## src/rtl/mmu_table_loader.sv

```systemverilog
// Reload sequencer for the MMU entries: invalidates the selected spaces, then walks an in-memory table.
// Optional MMU_LOADER_RESTORE_EN saves the mmu selector before the reload and restores it afterwards.
module mmu_table_loader #(
  parameter int RV   = 16,
  parameter int NMMU = 8
) (
  input  logic          clk,
  input  logic          reset,
  input  logic          start,
  input  logic [3:0]    space_mask,
  input  logic [RV-1:0] table_base,
  output logic          busy,
  output logic          done,
  output logic          mem_req,
  output logic [RV-1:0] mem_addr,
  input  logic          mem_ack,
  input  logic [RV-1:0] mem_rdata,
  output logic [3:0]    inv_mmu,
  output logic          reg_write,
  output logic [RV-1:0] reg_data,
  input  logic [RV-1:0] reg_read
);

  localparam int IDXW  = $clog2(NMMU);
  localparam int SHIFT = $clog2(RV / 8);

  typedef enum logic [2:0] {
    IDLE, SAVE, INV, FETCH, SEL, ENT, RESTORE, DONE
  } state_t;

  state_t          state;
  logic [3:0]      mask_reg;
  logic [RV-1:0]   base_reg;
  logic [1:0]      space_reg;
  logic [IDXW-1:0] idx_reg;
  logic [RV-2:0]   word_reg;
  logic [RV-2:0]   saved_reg;
  logic            unused_bits;

  // Bit 0 of the table word and of the saved selector is replaced on write-back.
  assign unused_bits = mem_rdata[0] ^ (^reg_read);

  // Returns {found, space} for the lowest set mask bit at or above 'from'.
  function automatic logic [2:0] find_space(input logic [3:0] m, input logic [2:0] from);
    logic [2:0] r;
    r = 3'b000;
    for (int i = 3; i >= 0; i--) begin
      if (m[i] && 3'(i) >= from) r = {1'b1, 2'(i)};
    end
    return r;
  endfunction

  // Table word offset is s*NMMU + idx, which is {s, idx} because NMMU is a power of 2.
  function automatic logic [RV-1:0] word_addr(input logic [RV-1:0] base, input logic [1:0] s,
                                               input logic [IDXW-1:0] idx);
    return base + (RV'({s, idx}) << SHIFT);
  endfunction

  function automatic logic [RV-1:0] selector(input logic [1:0] s, input logic [IDXW-1:0] idx);
    logic [RV-1:0] r;
    r = '0;
    r[RV-1 -: IDXW] = idx;
    r[3] = s[0];
    r[2] = s[1];
    return r;
  endfunction

  logic [2:0] first_space;
  logic [2:0] later_space;
  assign first_space = find_space(mask_reg, 3'd0);
  assign later_space = find_space(mask_reg, {1'b0, space_reg} + 3'd1);

  always_ff @(posedge clk) begin
    if (reset) begin
      state     <= IDLE;
      busy      <= 1'b0;
      done      <= 1'b0;
      mem_req   <= 1'b0;
      mem_addr  <= '0;
      inv_mmu   <= 4'b0000;
      reg_write <= 1'b0;
      reg_data  <= '0;
      mask_reg  <= 4'b0000;
      base_reg  <= '0;
      space_reg <= 2'd0;
      idx_reg   <= '0;
      word_reg  <= '0;
      saved_reg <= '0;
    end else begin
      case (state)
        IDLE: begin
          done <= 1'b0;
          if (start) begin
            mask_reg <= space_mask;
            base_reg <= table_base;
            busy     <= 1'b1;
            if (space_mask == 4'b0000) begin
              done  <= 1'b1;
              state <= DONE;
            end else begin
`ifdef MMU_LOADER_RESTORE_EN
              state   <= SAVE;
`else
              inv_mmu <= space_mask;
              state   <= INV;
`endif
            end
          end
        end
        SAVE: begin
          saved_reg <= reg_read[RV-1:1];
          inv_mmu   <= mask_reg;
          state     <= INV;
        end
        INV: begin
          inv_mmu   <= 4'b0000;
          space_reg <= first_space[1:0];
          idx_reg   <= '0;
          mem_req   <= 1'b1;
          mem_addr  <= word_addr(base_reg, first_space[1:0], '0);
          state     <= FETCH;
        end
        FETCH: begin
          if (mem_ack) begin
            word_reg  <= mem_rdata[RV-1:1];
            mem_req   <= 1'b0;
            reg_write <= 1'b1;
            reg_data  <= selector(space_reg, idx_reg);
            state     <= SEL;
          end
        end
        SEL: begin
          reg_data <= {word_reg, 1'b1};
          state    <= ENT;
        end
        ENT: begin
          // The advance-to-next-entry step is folded in here so FETCH follows with no idle cycle.
          if (idx_reg != IDXW'(NMMU - 1)) begin
            idx_reg   <= idx_reg + IDXW'(1);
            reg_write <= 1'b0;
            mem_req   <= 1'b1;
            mem_addr  <= word_addr(base_reg, space_reg, idx_reg + IDXW'(1));
            state     <= FETCH;
          end else if (later_space[2]) begin
            space_reg <= later_space[1:0];
            idx_reg   <= '0;
            reg_write <= 1'b0;
            mem_req   <= 1'b1;
            mem_addr  <= word_addr(base_reg, later_space[1:0], '0);
            state     <= FETCH;
          end else begin
`ifdef MMU_LOADER_RESTORE_EN
            reg_data  <= {saved_reg, 1'b0};
            state     <= RESTORE;
`else
            reg_write <= 1'b0;
            done      <= 1'b1;
            state     <= DONE;
`endif
          end
        end
        RESTORE: begin
          reg_write <= 1'b0;
          done      <= 1'b1;
          state     <= DONE;
        end
        DONE: begin
          done  <= 1'b0;
          busy  <= 1'b0;
          state <= IDLE;
        end
        default: state <= IDLE;
      endcase
    end
  end

endmodule
```

## config.mk

```make
export PLATFORM = sky130hd
export DESIGN_NAME = mmu_table_loader
export DESIGN_NICKNAME = d
export VERILOG_FILES = /design/src/rtl/mmu_table_loader.sv
export SDC_FILE = /design/constraint.sdc
export NUM_CORES = 1
export LEC_CHECK = 0
export ABC_AREA = 0
export CAP_MARGIN = 5
export CORE_MARGIN = 5
export CORE_UTILIZATION = 40
export CTS_CLUSTER_DIAMETER = 30
export CTS_CLUSTER_SIZE = 20
export DETAILED_ROUTE_END_ITERATION = 6
export PLACE_DENSITY = 0.67
export SETUP_SLACK_MARGIN = 0.5
export SLEW_MARGIN = 20
export SYNTH_ARGS = -nofsm -noshare
export SYNTH_HDL_FRONTEND = slang
export SYNTH_SLANG_ARGS = --single-unit
```

## constraint.sdc

```tcl
create_clock -name clk -period 4.6 [get_ports clk]
set_clock_uncertainty 0.1 [all_clocks]
set_input_delay 0.92 -clock clk [delete_from_list [all_inputs] [get_ports clk]]
set_output_delay 0.92 -clock clk [all_outputs]
set_load 0.02 [all_outputs]
```

==> results by group <==
Timing
  • Tcrit/Tclk final: 66.80%
  • Final setup viols: 0
  • Final Critical Period: 3.073 ns
  • Fmax: 325.4 MHz
  • Pins over their slew limit: 0
  • Worst-Margin Slew: 0.9862 ns
  • Setup TNS: 0 ns
  • Unrepaired setup endpoints after global routing: false
  • Rel. slew slack: 34.25%
  • Final hold vios: 0

Synth
  • Cell count after synthesis: 489
  • Syn. warnings: 0
  • Primary FF master, synth: dfxtp_1
  • Synth Net Count: 559
  • Multiplexer area fraction after synthesis: 1.316%
  • Sequential share of the synthesized area: 42.63%
  • Simple-Gate Fraction of Synth Area: 21.99%
  • Post-synth EDFFs: 0
  • Mapped cell area: 3897 µm²
  • Post-synthesis adder-cell area fraction: 5.072%
  • Count of unique library cells instantiated by Yosys: 48
  • Ys async rst share: 0%
  • Yosys reg bits: 83
  • Largest family of logic cells by synthesized area: simple AND/OR/NAND/NOR gates
  • Synth Area in XOR/XNOR: 2.697%
  • Synth Area in Compound Gates: 21.70%
  • Post-Syn Area per Cell: 7.970 µm²

Route
  • Routed vias: 3556
  • Vias per Instance: 5.176
  • Post-route ant nets: 0
  • Drt pass-1 iters: 4
  • Final WL: 9.501 mm
  • Drt initial violations: 188
  • Wire per inst: 13.83 µm
  • DRC Markers: 0

Floorplan
  • I/O pin cnt: 96
  • Die Y: 108.7 µm
  • Core area: 9639 µm²
  • Rows: 36
  • Die ar.: 11820 µm²
  • Starting Density: 40.43%
  • Die X: 108.7 µm

GRT
  • Vias in the first global route: 3350
  • M3 GR Usage: 4.204%
  • Initial antenna violation count: 0
  • Met1 GRT Util: 22.25%
  • Largest net degree at the start of global routing: 55
  • Met2 Use GR: 26.83%
  • GRT overflow: 0
  • First-pass GRT wire length: 15.85 mm
  • GRT busiest layer: met2
  • Total GRT Usage: 16.63%

Critical path
  • R2R Setup Slk: 1.53 ns
  • Worst Path Required: 4.76 ns
  • Largest stage delay, worst path: 0.77 ns
  • CP bufs+invs: 0
  • Most used cell, CP: ha_1
  • Maximum fanout along the worst path: 6
  • Critical Path Sink Type: register
  • Worst R2R Path Depth: 9
  • Cell Chain, Critical Path: ha_1 -> ha_1 -> ha_1 -> a21oi_1 -> nor2_1 -> o311ai_1 -> a21oi_1 -> xnor2_1 -> a211oi_1
  • R2r endpoint: mem_addr[9]$_SDFFE_PP0P_
  • Setup CP Type: reg2reg
  • CP top delay family: compound AO/OA/AOI/OAI gates
  • Critical Path Stages: 9
  • Crit Reg-Reg Startpoint: idx_reg[0]$_SDFFE_PP0P_
  • Slowest CP cell: o311ai_1
  • Startpoint Class: register
  • Data arrival, critical path: 3.24 ns

Pwr
  • PwrDens: 358.0 nW/µm²
  • Leak Pwr: 0.001710 µW
  • VDD IR max: 0.1719 mV

Worst hold path
  • WHS Path Cells: 2
  • Min-Delay Endpoint: mem_addr[3]$_SDFFE_PP0P_
  • Worst Hold Class: reg2reg
  • Hold Crit Start: mem_addr[3]$_SDFFE_PP0P_

Placement
  • Area after DPL: 4740 µm²
  • Hpwl dp: 6.631 mm
  • Final Wtd Congestion: 0.7875
  • IO buf count: 78

Clocking
  • CTS Buffer Depth: 2
  • Post-CTS Setup Bufs: 0
  • Hold-fix buffers, CTS: 0
  • # clock sinks: 83
  • H-tree level count: 3
  • Cts bufs inserted: 9
  • Insertion delay to the later sink of the worst-skew pair: 0.36 ns
  • Root Driver: clkbuf_8
  • Clk slew on worst S/H paths: 0.09 ns
  • CTS tree: done
  • Post-CTS sizing: 0

Finish
  • Commonest non-fill, non-tap cell in the layout: nand2_1
  • Final instance area: 4935 µm²
  • Layout cell share with drive strength beyond 1: 5.235%
  • Fin util: 51.19%
  • Filler cells: 987
  • Area grow syn2layout: 26.61%
  • Commonest cells after routing, fill and taps aside: nand2_1 (106), dfxtp_1 (83), clkdlybuf4s50_1 (77)
  • Ant diodes: 0
  • Final #Nets: 619

Flow run
  • Max cap viols: 0

Run status
  • Outcome: complete, no violations
==> power breakdown <==
part	switching [µW]	internal, µW
Sequential	61.7	777
Clock	307	211
Combinational	222	187
==> worst max-delay path by stage <==
stage / from / end
final: idx_reg[0]$_SDFFE_PP0P_ / mem_addr[9]$_SDFFE_PP0P_
after global routing: idx_reg[0]$_SDFFE_PP0P_ / mem_addr[9]$_SDFFE_PP0P_
after CTS: idx_reg[0]$_SDFFE_PP0P_ / mem_addr[9]$_SDFFE_PP0P_
after detailed placement: idx_reg[0]$_SDFFE_PP0P_ / mem_addr[11]$_SDFFE_PP0P_
after global placement: start / base_reg[14]$_SDFFE_PP0P_
after floorplan: idx_reg[0]$_SDFFE_PP0P_ / mem_addr[9]$_SDFFE_PP0P_
==> synth_stat cells, drive strengths merged (2+ instances only) <==
master | number | area share, %
nand2 | 106 | 10
xnor2 | 12 | 2.7
a21o | 3 | 0.58
o211ai | 4 | 0.77
inv | 12 | 1.2
buf | 9 | 1.2
fa | 3 | 1.5
nand2b | 5 | 0.80
or3 | 3 | 0.48
a211oi | 10 | 2.2
a311oi | 6 | 1.3
a22o | 3 | 0.67
o31ai | 2 | 0.39
and2 | 5 | 0.80
mux2i | 4 | 1.0
nor2 | 49 | 4.7
a22oi | 11 | 2.1
o21ba | 2 | 0.51
a21oi | 60 | 7.7
nor4 | 2 | 0.32
nand3 | 7 | 0.90
o21ai | 8 | 1.0
a21boi | 2 | 0.39
nand3b | 2 | 0.39
ha | 11 | 3.5
o21bai | 4 | 0.77
nor3 | 12 | 1.5
nor2b | 6 | 1.2
or2 | 2 | 0.32
o22ai | 2 | 0.32
a221oi | 7 | 1.6
clkbuf | 23 | 2.2
dfxtp | 83 | 43
==> kinds of logic (layout without fill, tap and decap cells) <==
group | after synthesis | after routing
AO/OA/AOI/OAI | 130 | 130
XOR/XNOR | 12 | 12
adder cells (fa/ha/maj) | 14 | 14
buffers and inverters | 44 | 109
flip-flops | 83 | 83
multiplexers | 5 | 5
AND/OR/NAND/NOR | 201 | 201
==> cell type report <==
cell class	count	area [µm²]	area share, %
clock inverter	7	71.32	1.445
clock buffer	9	123.9	2.510
multi-input combinational	362	2068	41.91
sequential	83	1662	33.67
inverter	12	45.04	0.9128
tap	133	166.4	3.372
timing repair buffer	81	798.3	16.18
==> layer usage <==
layer / share of wire (%) / wire (µm)
met5: 0 / 0
met4: 1.2 / 110
met3: 5.0 / 473
met2: 48 / 4524
met1: 46 / 4393
==> worst reg2reg max path, delay by kind of cell (launching register included) <==
family / cells / cell delay [ns]
adders and majority gates: 3 / 0.86
xor gates and xnor gates: 1 / 0.17
and+or+nand+nor: 1 / 0.08
AOI/OAI and AO/OA: 4 / 1.41
DFF: 1 / 0.36
==> stage by stage <==
step           total power (µW)  std cells  setup WS [ns]  hold WS (ns)
3_5_place_dp               1267        671          1.585        0.3465
3_3_place_gp               1256        671          1.598        0.3427
5_1_grt                    1873        687          1.346        0.3817
2_1_floorplan              1105        489          2.008        0.3366
6_report                   1767        687          1.527        0.3571
4_1_cts                    1784        687          1.535        0.3605
(Power assumes the default switching activity.)
